### src/rtl/div_pkg.sv
// Shared definitions for the sequential divider: FSM encoding, default
// operand width and the quotient returned on a divide-by-zero.
package div_pkg;

  localparam int unsigned DEFAULT_WIDTH = 8;
  localparam int unsigned MAX_WIDTH     = 16;

  // The quotient reported for a zero divisor is all ones at any legal width.
  // Callers take the low WIDTH bits.
  localparam logic [MAX_WIDTH-1:0] DBZ_QUOTIENT = '1;

  typedef enum logic [1:0] {
    IDLE = 2'd0,
    RUN  = 2'd1,
    DONE = 2'd2
  } state_t;

endpackage : div_pkg

### src/rtl/sub_borrow_chain.sv
// Combinational N-bit subtractor, diff = a - b, computed as a + ~b + 1.
// It uses a generate/propagate carry chain.
//   a, b      : N-bit unsigned operands
//   diff      : N-bit difference, modulo 2^N
//   no_borrow : carry-out of the chain; 1 when a >= b
module sub_borrow_chain #(
  parameter int unsigned N = 9
) (
  input  logic [N-1:0] a,
  input  logic [N-1:0] b,
  output logic [N-1:0] diff,
  output logic         no_borrow
);

  logic [N-1:0] g;
  logic [N-1:0] p;
  logic         carry;

  // Generate and propagate are taken against the inverted subtrahend.
  assign g = a & ~b;
  assign p = ~(a ^ b);

  // Ripple the carry from a carry-in of 1. This is the +1 of two's complement.
  always_comb begin
    carry = 1'b1;
    diff  = '0;
    for (int i = 0; i < int'(N); i++) begin
      diff[i] = p[i] ^ carry;
      carry   = g[i] | (p[i] & carry);
    end
    no_borrow = carry;
  end

endmodule : sub_borrow_chain

### src/rtl/seq_divider8.sv
// Iterative unsigned restoring divider. It produces one quotient bit per
// clock and finishes in WIDTH RUN cycles. It uses a start/ready/done handshake.
//   clk, rst_n          : clock, asynchronous active-low reset
//   start               : request, taken only while ready is high
//   dividend, divisor   : operands, captured on the accepting edge
//   ready               : high in IDLE
//   done                : one-cycle pulse when results become valid
//   quotient, remainder : results, held until the next accepted start
//   div_by_zero         : set when the last operation had a zero divisor
module seq_divider8
  import div_pkg::*;
#(
  parameter int unsigned WIDTH = DEFAULT_WIDTH
) (
  input  logic             clk,
  input  logic             rst_n,
  input  logic             start,
  input  logic [WIDTH-1:0] dividend,
  input  logic [WIDTH-1:0] divisor,
  output logic             ready,
  output logic             done,
  output logic [WIDTH-1:0] quotient,
  output logic [WIDTH-1:0] remainder,
  output logic             div_by_zero
);

  localparam int unsigned RW = WIDTH + 1;
  localparam int unsigned CW = (WIDTH > 1) ? $clog2(WIDTH) : 1;
  localparam logic [CW-1:0] LAST_ITER = CW'(WIDTH - 1);

  state_t           state_q, state_d;
  logic [CW-1:0]    cnt_q, cnt_d;
  logic [RW-1:0]    rem_q, rem_d;
  // The dividend register also collects the quotient bits. The dividend
  // bits shift out at the top and the quotient bits shift in at the bottom.
  logic [WIDTH-1:0] dvd_q, dvd_d;
  logic [WIDTH-1:0] dvs_q, dvs_d;
  logic [WIDTH-1:0] quo_d, remn_d;
  logic             dbz_d, done_d, ready_d;

  logic [RW-1:0]    shifted;
  logic [RW-1:0]    diff;
  logic             no_borrow;

  // The restored partial remainder is always below the divisor.
  // Shifting out its top bit therefore never loses information.
  assign shifted = (rem_q << 1) | RW'(dvd_q[WIDTH-1]);

  // Trial subtraction for the current iteration.
  sub_borrow_chain #(
    .N (RW)
  ) u_sub (
    .a         (shifted),
    .b         ({1'b0, dvs_q}),
    .diff      (diff),
    .no_borrow (no_borrow)
  );

  // Next-state and datapath update.
  always_comb begin
    state_d = state_q;
    cnt_d   = cnt_q;
    rem_d   = rem_q;
    dvd_d   = dvd_q;
    dvs_d   = dvs_q;
    quo_d   = quotient;
    remn_d  = remainder;
    dbz_d   = div_by_zero;

    case (state_q)
      IDLE: begin
        if (start) begin
          if (divisor != '0) begin
            dvd_d   = dividend;
            dvs_d   = divisor;
            rem_d   = '0;
            cnt_d   = '0;
            state_d = RUN;
          end else begin
            quo_d   = DBZ_QUOTIENT[WIDTH-1:0];
            remn_d  = dividend;
            dbz_d   = 1'b1;
            state_d = DONE;
          end
        end
      end

      RUN: begin
        rem_d = no_borrow ? diff : shifted;
        dvd_d = {dvd_q[WIDTH-2:0], no_borrow};
        cnt_d = cnt_q + CW'(1);
        if (cnt_q == LAST_ITER) begin
          quo_d   = dvd_d;
          remn_d  = rem_d[WIDTH-1:0];
          dbz_d   = 1'b0;
          state_d = DONE;
        end
      end

      DONE: state_d = IDLE;

      default: state_d = IDLE;
    endcase

    // The handshake outputs are registered from the next state.
    // They then line up exactly with the state they describe.
    done_d  = (state_d == DONE);
    ready_d = (state_d == IDLE);
  end

  // State, datapath and output registers.
  always_ff @(posedge clk or negedge rst_n) begin
    if (!rst_n) begin
      state_q     <= IDLE;
      cnt_q       <= '0;
      rem_q       <= '0;
      dvd_q       <= '0;
      dvs_q       <= '0;
      quotient    <= '0;
      remainder   <= '0;
      div_by_zero <= 1'b0;
      done        <= 1'b0;
      ready       <= 1'b1;
    end else begin
      state_q     <= state_d;
      cnt_q       <= cnt_d;
      rem_q       <= rem_d;
      dvd_q       <= dvd_d;
      dvs_q       <= dvs_d;
      quotient    <= quo_d;
      remainder   <= remn_d;
      div_by_zero <= dbz_d;
      done        <= done_d;
      ready       <= ready_d;
    end
  end

endmodule : seq_divider8

### config.mk
export PLATFORM = sky130hd
export DESIGN_NAME = seq_divider8
export DESIGN_NICKNAME = d
export VERILOG_FILES = /design/src/rtl/div_pkg.sv /design/src/rtl/sub_borrow_chain.sv /design/src/rtl/seq_divider8.sv
export SDC_FILE = /design/constraint.sdc
export NUM_CORES = 1
export LEC_CHECK = 0
export ABC_AREA = 0
export CORE_ASPECT_RATIO = 0.75
export CORE_MARGIN = 4
export CORE_UTILIZATION = 45
export DETAILED_ROUTE_END_ITERATION = 8
export PLACE_DENSITY = 0.77
export SYNTH_ARGS = -nofsm -noshare
export SYNTH_HDL_FRONTEND = slang
export SYNTH_SLANG_ARGS = --single-unit
### constraint.sdc
create_clock -name clk -period 8.8 [get_ports clk]
set_clock_uncertainty 0.1 [all_clocks]
set_input_delay 1.76 -clock clk [delete_from_list [all_inputs] [get_ports clk]]
set_output_delay 1.76 -clock clk [all_outputs]
set_load 0.05 [all_outputs]
==> results of run 1 <==
metal layers:
| metal | part of all wire | up-vias | track usage |
|---|---|---|---|
| met5 | 0 | - | 0 |
| met2 | 0.44 | 53 | 0.233 |
| met3 | 0.064 | 8 | 0.0398 |
| met4 | 0.017 | 0 | 0.0602 |
| li1 | - | 768 | - |
| met1 | 0.48 | 787 | 0.224 |
worst max path at each step:
| stage | to | slack [ps] | cells past startpoint |
|---|---|---|---|
| finish | remainder[7] | 4190 | 14 |
| global route | remainder[7] | 3950 | 14 |
| CTS | remainder[7] | 4220 | 14 |
| detailed placement | remainder[7] | 4250 | 14 |
| global placement | remainder[7] | 4380 | 14 |
| floorplan | remainder[7] | 4580 | 15 |
layout make-up:
cell class              count  area (µm²)  area share
multi-input cells         135        1020       0.362
inverters                  13        48.8      0.0174
well taps                  60        75.1      0.0268
repair buffers             38         373       0.133
clock buffers               8        90.1      0.0321
flip-flops and latches     48        1200       0.429
sequential cells by signal, summed over array words and instances (netlist names):
signal	cells
cnt_q	3
div_by_zero	1
done	1
dvd_q	8
dvs_q	8
quotient	8
ready	1
rem_q	8
remainder	8
state_q	2
cells by family after synthesis:
group / after synthesis
buf+inv: 23
mux: 24
compound gates: 46
flops: 48
fa+ha+maj: 10
simple gates: 55
worst reg2reg max path: cells and delay by family (launching register included):
kind | cells | cell delay [ps]
and+or+nand+nor | 1 | 330
buffers and inverters | 2 | 130
muxes | 2 | 600
DFF | 1 | 370
adders and majority gates | 8 | 2860
AOI/OAI and AO/OA | 1 | 100
per-stage QoR:
stage	instance area [µm²]	utilization
CTS	2810	0.569
floorplan	2320	-
detailed placement	2720	0.551
finish	2810	0.569
global route	2810	0.569
global placement	2720	0.551
placed cells by master (no fill, tap or decap), types with 2 or more instances in the layout:
cell,n
clkdlybuf4s50_1,36
nor4_2,2
nor3_1,3
mux2_4,6
clkbuf_8,6
o2bb2ai_1,2
fa_1,7
nand2_1,34
nor2b_1,2
a22o_1,5
inv_1,12
dfrtp_1,47
o21ai_0,22
mux2_2,9
o22ai_1,3
mux2i_1,5
clkbuf_1,2
ha_1,3
a21oi_1,4
mux2_1,4
nor2_1,8
o21ai_1,2
==> results.sh, run 1 <==
export IMPL_startpoint="dvd_q[7]"
export IMPL_fmax_mhz=217
export IMPL_hold_depth=1
export IMPL_yosys_warnings=0
export IMPL_cts_clk_slew_worst_paths_ps=80
export IMPL_cts_max_level=2
export IMPL_async_reset_ff_frac=1.00
export IMPL_synth_area_top_cells="dfrtp_1 (51%), fa_1 (6.0%), nand2_1 (5.5%)"
export IMPL_worst_pin_slew_ps=1080
export IMPL_ff2ff_path_depth=14
export IMPL_synth_top_area_share=0.507
export IMPL_fin_crit_sh=0.524
export IMPL_worst_path_largest_cell_delay_ps=420
export IMPL_period_needed_ps=4610
export IMPL_synthesis_nets=235
export IMPL_path_cells="inv_1, ha_1, fa_1, fa_1, fa_1, fa_1, fa_1, fa_1, inv_1, fa_1, or2_1, mux2i_1, o21ai_0, mux2_1"
export IMPL_r2r_start="dvd_q[7]"
export IMPL_cp_arrival_ps=4700
export IMPL_final_nets=270
export IMPL_yosysSeqAreaShare=0.518
export IMPL_postCtsSetupBuffers=0
export IMPL_finalHoldViolations=0
export IMPL_clk_insertion_delay_late_ps=300
export IMPL_ant_nets=0
export IMPL_cp_common_cell="fa_1"
export IMPL_firstDrtPassIters=4
export IMPL_antenna_found_initial=0
export IMPL_tritoncts="built"
export IMPL_synth_compound_area_frac=0.126
export IMPL_synth_mux_area_fraction=0.124
export IMPL_rrSetupSlack_ps=4190
export IMPL_drive_gt1_frac=0.128
export IMPL_status="finished, final reports clean"
export IMPL_holdCritStartpoint="remainder[0]"
export IMPL_cp_top_family="adder cells"
export IMPL_crit_fanout=10
export IMPL_instances_no_fill=302
export IMPL_dp_cells=294
export IMPL_rr_endpoint="remainder[7]"
export IMPL_fp_dieArea_um2=6380
export IMPL_setup_violations=0
export IMPL_row_count=22
export IMPL_cts_resized_gates=0
export IMPL_place_ws_ps=4250
export IMPL_grt_pass1_vias=1685
export IMPL_hold_path_class="flip-flop to flip-flop"
export IMPL_wl_per_cell_um=15.3
export IMPL_grt_max_degree=49
export IMPL_hold_end="remainder[0]"
export IMPL_drt_initial_drc_count=146
export IMPL_synth_simple_area_share=0.112
export IMPL_hold_worst_slack_ps=386
export IMPL_synth_xor_area_frac=0
export IMPL_cap_violations=0
export IMPL_final_max_slew_viol_count=0
export IMPL_place_congestion=0.933
export IMPL_dp_hpwl_um=3270
export IMPL_crit_buf_inv=2
export IMPL_post_synth_top_area_cell="dfrtp_1"
export IMPL_fp_coreArea_um2=4930
export IMPL_grt_usage=0.158
export IMPL_cts_buffers=5
export IMPL_fillers=421
export IMPL_die_width_um=90.9
export IMPL_dieHeight_um=70.2
export IMPL_synthAdderAreaFrac=0.0766
export IMPL_synth_top_family_by_area="compound AO/OA/AOI/OAI gates"
export IMPL_syn_area_um2=2320
export IMPL_rsz0062_at_grt="no"
export IMPL_finalWorstSetupSlack_ps=4190
export IMPL_vias_per_cell=5.35
export IMPL_clockBufferDepth=2
export IMPL_cts_hold_fix_buffers=0
export IMPL_num_vias=1616
export IMPL_synthCells=206
export IMPL_grt_remaining_overflow=0
export IMPL_cts_sinks=48
export IMPL_start_util=0.471
export IMPL_synth_edf_count=0
export IMPL_cp_end_kind="flip-flop"
export IMPL_crit_type="flip-flop to flip-flop"
export IMPL_area_growth_pct=20.9
export IMPL_ys_top_cells_by_count="dfrtp_1 (47), nand2_1 (34), o21ai_0 (22), inv_1 (12), mux2_2 (9)"
export IMPL_n_antenna_cell=0
export IMPL_drt_wl_total_um=4630
export IMPL_ys_types=38
export IMPL_grt_pass1_wl_um=8060
export IMPL_post_synth_top_count_cell="dfrtp_1"
export IMPL_port_buffers=37
export IMPL_root_buffer="clkbuf_8"
export IMPL_cp_start_kind="flip-flop"
export IMPL_synth_ff_type="dfrtp_1"
export IMPL_ios=38
export IMPL_avgSynthCellArea_um2=11.3
export IMPL_required_ps=8890
export IMPL_remaining_drc_errors=0
export IMPL_slew_headroom=0.281
export IMPL_slowest_stage="fa_1"
export IMPL_ys_seq_elements=48
export IMPL_tns_ps=0
Power of run 1 is left out: the tool's default activity adds up to more than one toggle a clock period on the data nets, which glitch-free logic cannot reach.
==> run 2, diff against run 1 <==
--- a/config.mk
+++ b/config.mk
@@ -10,7 +10,7 @@
 export CORE_MARGIN = 4
 export CORE_UTILIZATION = 45
 export DETAILED_ROUTE_END_ITERATION = 8
-export PLACE_DENSITY = 0.77
+export PLACE_DENSITY = 0.8
 export SYNTH_ARGS = -nofsm -noshare
 export SYNTH_HDL_FRONTEND = slang
 export SYNTH_SLANG_ARGS = --single-unit
==> constraint.sdc (replaced) <==
create_clock -name clk -period 3.9 [get_ports clk]
set_clock_uncertainty 0.1 [all_clocks]
set_input_delay 0.78 -clock clk [delete_from_list [all_inputs] [get_ports clk]]
set_output_delay 0.78 -clock clk [all_outputs]
set_load 0.05 [all_outputs]
==> run 2 against run 1 <==
- the flow now finishes with violations (setup timing)
- worst setup slack got worse by 4300 ps
- sequential cell count unchanged
- critical path depth decreased by 1
- via count up 4.1%
- clock-buffer cell count decreased by 3
- routed wire length rose by 13%
- fmax is 15% higher
- non-clock buffer count rose by 11
- register-to-register slack worse by 4300 ps
==> results.sh, run 2 (synthesis results as in run 1) <==
export IMPL_cp_arrival_ps=4080
export IMPL_cts_sinks=48
export IMPL_remaining_drc_errors=0
export IMPL_cp_common_cell="fa_2"
export IMPL_dieHeight_um=70.2
export IMPL_rsz0062_at_grt="yes"
export IMPL_grt_remaining_overflow=0
export IMPL_cp_start_kind="flip-flop"
export IMPL_ant_nets=0
export IMPL_fp_coreArea_um2=4930
export IMPL_tritoncts="built"
export IMPL_area_growth_pct=30.4
export IMPL_drt_wl_total_um=5210
export IMPL_setup_violations=4
export IMPL_slew_headroom=0.242
export IMPL_firstDrtPassIters=5
export IMPL_final_cell_mix="dfrtp_1 (47), clkdlybuf4s50_1 (36), nand2_1 (34)"
export IMPL_place_congestion=0.893
export IMPL_start_util=0.471
export IMPL_holdCritStartpoint="remainder[0]"
export IMPL_grt_pass1_vias=1805
export IMPL_crit_fanout=2
export IMPL_cts_buffers=5
export IMPL_drt_initial_drc_count=83
export IMPL_cts_max_level=2
export IMPL_grt_max_degree=49
export IMPL_path_cells="inv_1, ha_2, fa_2, fa_2, fa_2, fa_2, fa_2, fa_2, inv_2, fa_2, mux2i_2, o21ai_1, mux2_4"
export IMPL_place_ws_ps=-168
export IMPL_root_buffer="clkbuf_8"
export IMPL_tns_ps=-255
export IMPL_slowest_stage="fa_2"
export IMPL_worst_pin_slew_ps=1140
export IMPL_rr_endpoint="remainder[7]"
export IMPL_row_count=22
export IMPL_wl_per_cell_um=16.7
export IMPL_vias_per_cell=5.39
export IMPL_cap_violations=0
export IMPL_hold_end="remainder[0]"
export IMPL_final_max_slew_viol_count=0
export IMPL_ios=38
export IMPL_crit_type="flip-flop to flip-flop"
export IMPL_num_vias=1683
export IMPL_hold_depth=1
export IMPL_final_nets=281
export IMPL_n_antenna_cell=0
export IMPL_port_buffers=37
export IMPL_fmax_mhz=250
export IMPL_fin_crit_sh=1.03
export IMPL_worst_path_largest_cell_delay_ps=440
export IMPL_hold_path_class="flip-flop to flip-flop"
export IMPL_instances_no_fill=312
export IMPL_grt_usage=0.173
export IMPL_die_width_um=90.9
export IMPL_finalHoldViolations=0
export IMPL_violations="setup timing"
export IMPL_clockBufferDepth=2
export IMPL_dp_hpwl_um=3580
export IMPL_clk_insertion_delay_late_ps=300
export IMPL_cts_hold_fix_buffers=0
export IMPL_r2r_start="dvd_q[7]"
export IMPL_grt_pass1_wl_um=8750
export IMPL_rrSetupSlack_ps=-100
export IMPL_drive_gt1_frac=0.250
export IMPL_dp_cells=299
export IMPL_cts_clk_slew_worst_paths_ps=80
export IMPL_period_needed_ps=4000
export IMPL_finalWorstSetupSlack_ps=-98.4
export IMPL_antenna_found_initial=0
export IMPL_status="complete, but fails checks"
export IMPL_final_common_cell="dfrtp_1"
export IMPL_fp_dieArea_um2=6380
export IMPL_ff2ff_path_depth=13
export IMPL_required_ps=3990
export IMPL_cp_end_kind="flip-flop"
export IMPL_hold_worst_slack_ps=391
-- run 2: cell count changes in the layout (fill, tap and decap cells not counted), moves of 2 or more --
cell | previous run | this run
a21oi_1 | 4 | 2
buf_4 | 1 | 6
buf_6 | 0 | 4
bufinv_16 | 0 | 2
clkbuf_1 | 2 | 0
fa_1 | 7 | 0
fa_2 | 0 | 7
mux2_1 | 4 | 1
mux2_4 | 6 | 9
nor3_1 | 3 | 1
nor3_2 | 0 | 2
o21ai_0 | 22 | 12
o21ai_1 | 2 | 11
-- run 2: worst max-delay path: cells and delay by family (launching register included) --
family / cells / cell delay (ps)
fa+ha+maj: 8 / 2740
mux: 2 / 490
flops: 1 / 350
buf+inv: 2 / 130
compound gates: 1 / 80
-- run 2: layout make-up --
type | count | area, µm²
Clock buffer | 5 | 68.8
Tap cell | 60 | 75.1
Clock inverter | 2 | 60.1
Inverter | 13 | 48.8
Fill cell | 405 | 1900
Sequential cell | 48 | 1200
Multi-Input combinational cell | 135 | 1090
Timing Repair Buffer | 49 | 480
-- run 2: worst max-delay path by stage --
stage / from / to
finish: dvd_q[7] / remainder[7]
global route: dvd_q[7] / remainder[0]
CTS: dvs_q[0] / remainder[7]
detailed placement: dvd_q[7] / remainder[7]
global placement: dvd_q[7] / remainder[7]
floorplan: dvd_q[7] / remainder[7]
-- run 2: routing by layer --
metal	GRT usage	vias up	share of wire
li1	-	791	-
met1	0.233	843	0.47
met2	0.274	41	0.47
met3	0.0409	8	0.049
met4	0.0602	0	0.015
met5	0	-	0
-- run 2: per-stage QoR --
step                      area (µm²)   util
after global placement          2770  0.562
final                           3020  0.614
after floorplan                 2340      -
after CTS                       2930  0.595
after detailed placement        2770  0.562
after global routing            3020  0.614
-- run 2: what timing repair did --
action | in CTS | in global routing
setup endpoints to repair | 10 | 11
setup buffers | 1 | 6
cloned | 0 | 1
pin swaps | 1 | 4
gates resized for setup | 13 | 16
Power of run 2 is left out for the same reason.
